==> config.mk <==
export PLATFORM = sky130hd
export DESIGN_NAME = pipe_stage_reg
export DESIGN_NICKNAME = d
export VERILOG_FILES = /design/src/rtl/pipe_stage_reg.sv
export SDC_FILE = /design/constraint.sdc
export NUM_CORES = 1
export LEC_CHECK = 0
export CAP_MARGIN = 5
export CORE_MARGIN = 1.5
export CORE_UTILIZATION = 65
export CTS_BUF_LIST = sky130_fd_sc_hd__clkbuf_8
export CTS_CLUSTER_DIAMETER = 120
export DETAILED_ROUTE_END_ITERATION = 12
export DONT_BUFFER_PORTS = 1
export PLACE_DENSITY = 0.91
export SYNTH_ARGS = -nofsm -noshare
export SYNTH_HDL_FRONTEND = slang
export SYNTH_SLANG_ARGS = --single-unit
==> constraint.sdc <==
create_clock -name clock -period 8.2 [get_ports clock]
set_input_delay 1.64 -clock clock [delete_from_list [all_inputs] [get_ports clock]]
set_output_delay 1.64 -clock clock [all_outputs]
set_load 0.05 [all_outputs]
==> src/rtl/pipe_stage_reg.sv <==
// Inter-stage pipeline register with valid/ready handshake, synchronous flush
// and an optional second (skid) entry that makes in_ready purely registered.
module pipe_stage_reg #(
   parameter int PAYLOAD_W = 101,
   parameter int CTRL_W    = 4,
   parameter int SKID      = 1
) (
   input  logic                 clock,
   input  logic                 reset,
   input  logic                 flush,
   input  logic                 in_valid,
   output logic                 in_ready,
   input  logic [PAYLOAD_W-1:0] in_payload,
   input  logic [CTRL_W-1:0]    in_ctrl,
   output logic                 out_valid,
   input  logic                 out_ready,
   output logic [PAYLOAD_W-1:0] out_payload,
   output logic [CTRL_W-1:0]    out_ctrl,
   output logic [1:0]           occupancy
);

   typedef enum logic [1:0] {
      ST_EMPTY = 2'd0,
      ST_ONE   = 2'd1,
      ST_FULL  = 2'd2
   } state_t;

   state_t               state_reg, state_next;
   logic [PAYLOAD_W-1:0] main_payload_reg, skid_payload_reg;
   logic [CTRL_W-1:0]    main_ctrl_reg, skid_ctrl_reg;

   logic main_valid, skid_valid;
   logic accept, emit;
   logic load_main_in, load_skid_in, move_skid, clear_ctrl;

   assign main_valid = (state_reg != ST_EMPTY);
   assign skid_valid = (state_reg == ST_FULL);

   generate
      if (SKID != 0) begin : g_skid_ready
         assign in_ready = ~skid_valid;
      end else begin : g_comb_ready
         assign in_ready = ~main_valid | out_ready;
      end
   endgenerate

   assign accept = in_valid & in_ready;
   assign emit   = main_valid & out_ready;

   always_ff @(posedge clock or posedge reset) begin
      if (reset) begin
         state_reg <= ST_EMPTY;
      end else begin
         state_reg <= state_next;
      end
   end

   always_comb begin
      state_next   = state_reg;
      load_main_in = 1'b0;
      load_skid_in = 1'b0;
      move_skid    = 1'b0;
      clear_ctrl   = 1'b0;
      if (flush) begin
         // The flush-cycle input is dropped; a coincident emit has already
         // been seen downstream, so ending empty is all that is needed.
         state_next = ST_EMPTY;
         clear_ctrl = 1'b1;
      end else begin
         case (state_reg)
            ST_EMPTY: begin
               if (accept) begin
                  load_main_in = 1'b1;
                  state_next   = ST_ONE;
               end
            end
            ST_ONE: begin
               if (accept && emit) begin
                  load_main_in = 1'b1;
               end else if (accept) begin
                  if (SKID != 0) begin
                     load_skid_in = 1'b1;
                     state_next   = ST_FULL;
                  end
               end else if (emit) begin
                  state_next = ST_EMPTY;
               end
            end
            ST_FULL: begin
               if (emit) begin
                  move_skid  = 1'b1;
                  state_next = ST_ONE;
               end
            end
            default: begin
               state_next = ST_EMPTY;
            end
         endcase
      end
   end

   always_ff @(posedge clock or posedge reset) begin
      if (reset) begin
         main_payload_reg <= '0;
         main_ctrl_reg    <= '0;
         skid_payload_reg <= '0;
         skid_ctrl_reg    <= '0;
      end else if (clear_ctrl) begin
         main_ctrl_reg <= '0;
         skid_ctrl_reg <= '0;
      end else begin
         if (load_main_in) begin
            main_payload_reg <= in_payload;
            main_ctrl_reg    <= in_ctrl;
         end else if (move_skid) begin
            main_payload_reg <= skid_payload_reg;
            main_ctrl_reg    <= skid_ctrl_reg;
         end
         if (load_skid_in) begin
            skid_payload_reg <= in_payload;
            skid_ctrl_reg    <= in_ctrl;
         end
      end
   end

   assign out_valid   = main_valid;
   assign out_payload = main_payload_reg;
   assign out_ctrl    = main_valid ? main_ctrl_reg : '0;
   assign occupancy   = state_reg;

endmodule

# Yosys cells after proc, flatten, opt, wreduce, memory -nomap -nowiden

Index checks and enable logic that the tools add are counted.

Flip-flop bits (word level): 212
Input bits: 110
Output and inout bits: 109
Word-level logic and storage cells: 50

Eq/ne operators: 6
Multiplexer cells: 26
Bitwise logic cells: 4
Reductions and logical operators: 9

Operators with widths:

| operator                                              | count |
|---|---|
| two-way mux 101 bit                                   | 2 |
| two-way mux 4 bit                                     | 6 |
| two-way mux 2 bit                                     | 6 |
| two-way mux 1 bit                                     | 10 |
| inequality test 3 bit, second input constant          | 2 |
| one-hot mux 2 bit (3 select lines)                    | 1 |
| nonzero test 2 bit                                    | 3 |
| inequality test 4 bit, second input constant          | 1 |
| AND reduction 2 bit                                   | 2 |
| AND reduction 4 bit                                   | 1 |
| inequality test 3 x 2 -> 1 bit, second input constant | 1 |
| nonzero test 3 bit                                    | 1 |
| AND 1 bit                                             | 2 |
| == test 2 x 1 -> 1 bit, second input constant         | 1 |
| == test 2 bit, second input constant                  | 1 |
| logical NOT 2 bit                                     | 1 |
| NOT 1 bit                                             | 2 |
| one-hot mux 1 bit (2 select lines)                    | 1 |
| logical AND 1 bit                                     | 1 |

# Longest topological paths before layout

Word-level depth: 9
Mapped depth: 7
Gate-level depth less buffers: 3

# Worst setup path after synthesis

No wires, ideal clock.

Path type: register to output
From: register state_reg[0], in the netlist occupancy[0]
To: output port out_ctrl[0]
Data arrival time: 1.617 ns
Data required time: 6.560 ns
Slack: 4.943 ns
Cell stages (with the launch flop): 3
Buffers on the path: 0
Path through: dfrtp_1 > nor2_1 > nor2b_1

Word-level cells in the longest chain between the ends: 2

RTL lines:

| element                | RTL line | text |
|---|---|---|
| start, declared        | 28       | `state_t state_reg, state_next;` |
| start signal, assigned | 54       | `state_reg <= state_next;` |
| nonzero test 2 bit     | 36       | `assign main_valid = (state_reg != ST_EMPTY);` |
| two-way mux 4 bit      | 128      | `assign out_ctrl = main_valid ? main_ctrl_reg : '0;` |
| end, declared          | 18       | `output logic [CTRL_W-1:0] out_ctrl,` |

Every way passes these cells.

# Final worst setup path

Ends and elaborated chain as after synthesis.

==> summary.md <==
| Metric | Value |
|---|---|
| Run status | `finished clean` |
| Hold buffer count at cts | `0` |
| GR Util met1 | `32.4%` |
| Fmax | `247 MHz` |
| Insertion delay to the later sink of the worst-skew pair | `0.54 ns` |
| Final setup viols | `0` |
| Final-report max-slew violation count | `0` |
| Total nets after synthesis | `713` |
| Crit path capture type | `output port` |
| Root buffer cell | `sky130_fd_sc_hd__clkbuf_8` |
| Area Overhead vs Synth | `7.69%` |
| Synth unique cells | `21` |
| Clock tree buffer depth | `3` |
| Drt first-iter violations | `315` |
| Post-detailed-route DRC marker count | `0` |
| Setup total negative slack | `0 ns` |
| Initial standard-cell utilization of the core | `66.2%` |
| Number of cells on the worst reg-to-reg path | `5` |
| Count of port buffers added during placement | `0` |
| Setup slack at placement | `3.75 ns` |
| Warning count from the yosys run | `0` |
| Required arrival time at the worst endpoint | `6.56 ns` |
| CTS clk-pin slew, worst paths | `0.07 ns` |
| Met2 layer usage reported by global route | `41.5%` |
| Final worst-path setup slack | `4.15 ns` |
| Via count of the first global-routing pass | `5535` |
| Number of cells on the worst hold path | `1` |
| Die Width | `119 µm` |
| Crit share post-route | `49.4%` |
| Sinks on Clock Net | `212` |
| Power Density | `309 nW/µm²` |
| Post-layout min period | `4.05 ns` |
| Hold crit path type | `flop to flop` |
| Std cell rows | `42` |
| Antenna violations before repair | `0` |
| TritonCTS buffer count | `31` |
| Static Leakage | `4.20 nW` |
| Post-synthesis sequential element count | `212` |
| Highest fanout seen on the critical path | `9` |
| Total die area | `14100 µm²` |
| CTS tree | `done` |
| Setup repair bufs after CTS | `0` |
| Worst slew slack as a fraction of its limit | `13.2%` |
| Fraction of layout cells with a size suffix above 1 | `27.8%` |
| PostCTS Resize Cnt | `0` |
| Final std cell area, no fill | `9360 µm²` |
| Number of nets at the end of the flow | `707` |
| Area of placed instances | `8720 µm²` |
| Combined area of all synthesized cells | `8690 µm²` |
| Setup repair after global routing missed its margin | `no` |
| Worst Hold Path EP | `skid_payload_reg[24]` |
| Placed Cells incl. Taps | `740` |
| Total via count after detailed routing | `5166` |
| DR vias/cell | `6.50` |
| Post-route insts no fill | `795` |
| Total power | `2.89 mW` |
| Final estimated routing congestion in global placement | `0.823` |
| Router iterations before antenna repair | `4` |
| Placed wire-length estimate | `11600 µm` |
| Reg-to-reg critical path startpoint | `occupancy[0]` |
| Data arrival time at the worst-slack endpoint | `2.41 ns` |
| Reg2Reg Capture Point | `out_payload[19]` |
| Height of the die | `119 µm` |
| Worst supply voltage drop on vdd | `0.180 mV` |
| Class of the most critical setup path | `flop to output port` |
| Post-route clock skew | `0.0116 ns` |
| Remaining Overflow, GRT | `0` |
| Setup slack, reg-to-reg | `4.60 ns` |
| Worst hold path startpoint | `skid_payload_reg[24]` |
| First-pass GRT wire length | `28900 µm` |
| Antenna Cells | `0` |
| Routed wire length per instance | `22.7 µm` |
| Sequential fraction of the synthesis area | `61.0%` |
| All-layer global routing usage | `25.4%` |
| Final hold violations | `0` |
| Syn_area_per_cell | `14.4 µm²` |
| Post-synthesis instance total | `603` |
| Count of H-tree levels built during CTS | `1` |
| Post-DRT Antenna Nets | `0` |
| Maximum number of pins on one net before global-route repair | `134` |
| CP startpoint kind | `flop` |
| Most used routing layer | `met2` |
| Count of boundary I/O pins | `219` |
| Maximum Capacitance Violations | `0` |
| Total wire length after detailed routing | `18000 µm` |
| Total core area | `13100 µm²` |
| Transition time at the pin with the least slew margin | `1.30 ns` |
| Met3 track demand over resource | `8.54%` |
==> cell families after synthesis <==
group | count (synthesis) | share of synthesized area [%]
AOI/OAI and AO/OA | 111 | 12.5
muxes | 109 | 14.1
and+or+nand+nor | 122 | 8.82
buffers and inverters | 49 | 3.50
DFF | 212 | 61.0
==> cells in the mapped netlist, drive strengths merged <==
cell type | n | area, µm²
buf | 30 | 233
nor2 | 1 | 3.75
dfrtp | 212 | 5310
nand2b | 3 | 18.8
a211oi | 1 | 7.51
or3b | 1 | 8.76
nand2 | 3 | 11.3
and2 | 101 | 632
a21oi | 3 | 15.0
inv | 3 | 11.3
clkbuf | 16 | 60.1
a31oi | 1 | 12.5
o21a | 1 | 7.51
nor2b | 10 | 62.6
a22o | 4 | 35.0
nor3 | 2 | 20.0
mux2 | 109 | 1230
nor4bb | 1 | 10.0
a221o | 101 | 1010
==> metal layers <==
metal	routed length (µm)	share of wire (%)	vias to the layer above
met1	6980	39	2645
li1	-	-	2233
met4	358	2.0	0
met2	8840	49	252
met5	0	0	-
met3	1830	10	36
==> critical path: stages, from the launching register on <==
cell and delay [ns]:
sky130_fd_sc_hd__dfrtp_1 0.81, sky130_fd_sc_hd__nor2_1 0.24, sky130_fd_sc_hd__nor2b_1 0.81
==> layout by cell type (no fill, tap or decap), types with 4 or more instances in the layout <==
cell type	count
sky130_fd_sc_hd__dfrtp_1	212
sky130_fd_sc_hd__mux2_2	109
sky130_fd_sc_hd__and2_1	101
sky130_fd_sc_hd__a221o_1	101
sky130_fd_sc_hd__clkbuf_8	40
sky130_fd_sc_hd__nor2b_1	10
sky130_fd_sc_hd__clkinv_2	9
sky130_fd_sc_hd__inv_1	7
sky130_fd_sc_hd__buf_4	7
sky130_fd_sc_hd__a22o_1	4
==> metrics by stage <==
step	utilization, %	hold slack, ns
after floorplan	-	0.460
after global placement	66.3	0.479
after detailed placement	66.3	0.487
after CTS	71.2	0.502
after global routing	71.2	0.508
final	71.2	0.497
==> worst max path at each step <==
stage / from / endpoint / slack [ns] / cells after the start
after floorplan: reset / main_ctrl_reg[0] / 0.77 / 1
after global placement: out_ready / out_payload[35] / 3.86 / 5
after detailed placement: out_ready / out_payload[74] / 3.75 / 5
after CTS: occupancy[0] / out_ctrl[3] / 4.12 / 2
after global routing: occupancy[0] / out_ctrl[3] / 4.08 / 2
final: occupancy[0] / out_ctrl[0] / 4.15 / 2
==> cell type report <==
type,count,area (µm²)
sequential,212,5310
clock buffer,40,551
timing repair buffer,7,52.6
tap,176,220
multi-input combinational,342,3120
inverter,3,18.8
clock inverter,15,93.8
fill,826,3780
==> power by group <==
| group | switching, mW | internal (mW) |
|---|---|---|
| logic | 0.117 | 0.187 |
| clock network | 0.388 | 0.469 |
| registers | 0.456 | 1.27 |
Power figures use the tool's default switching activity.
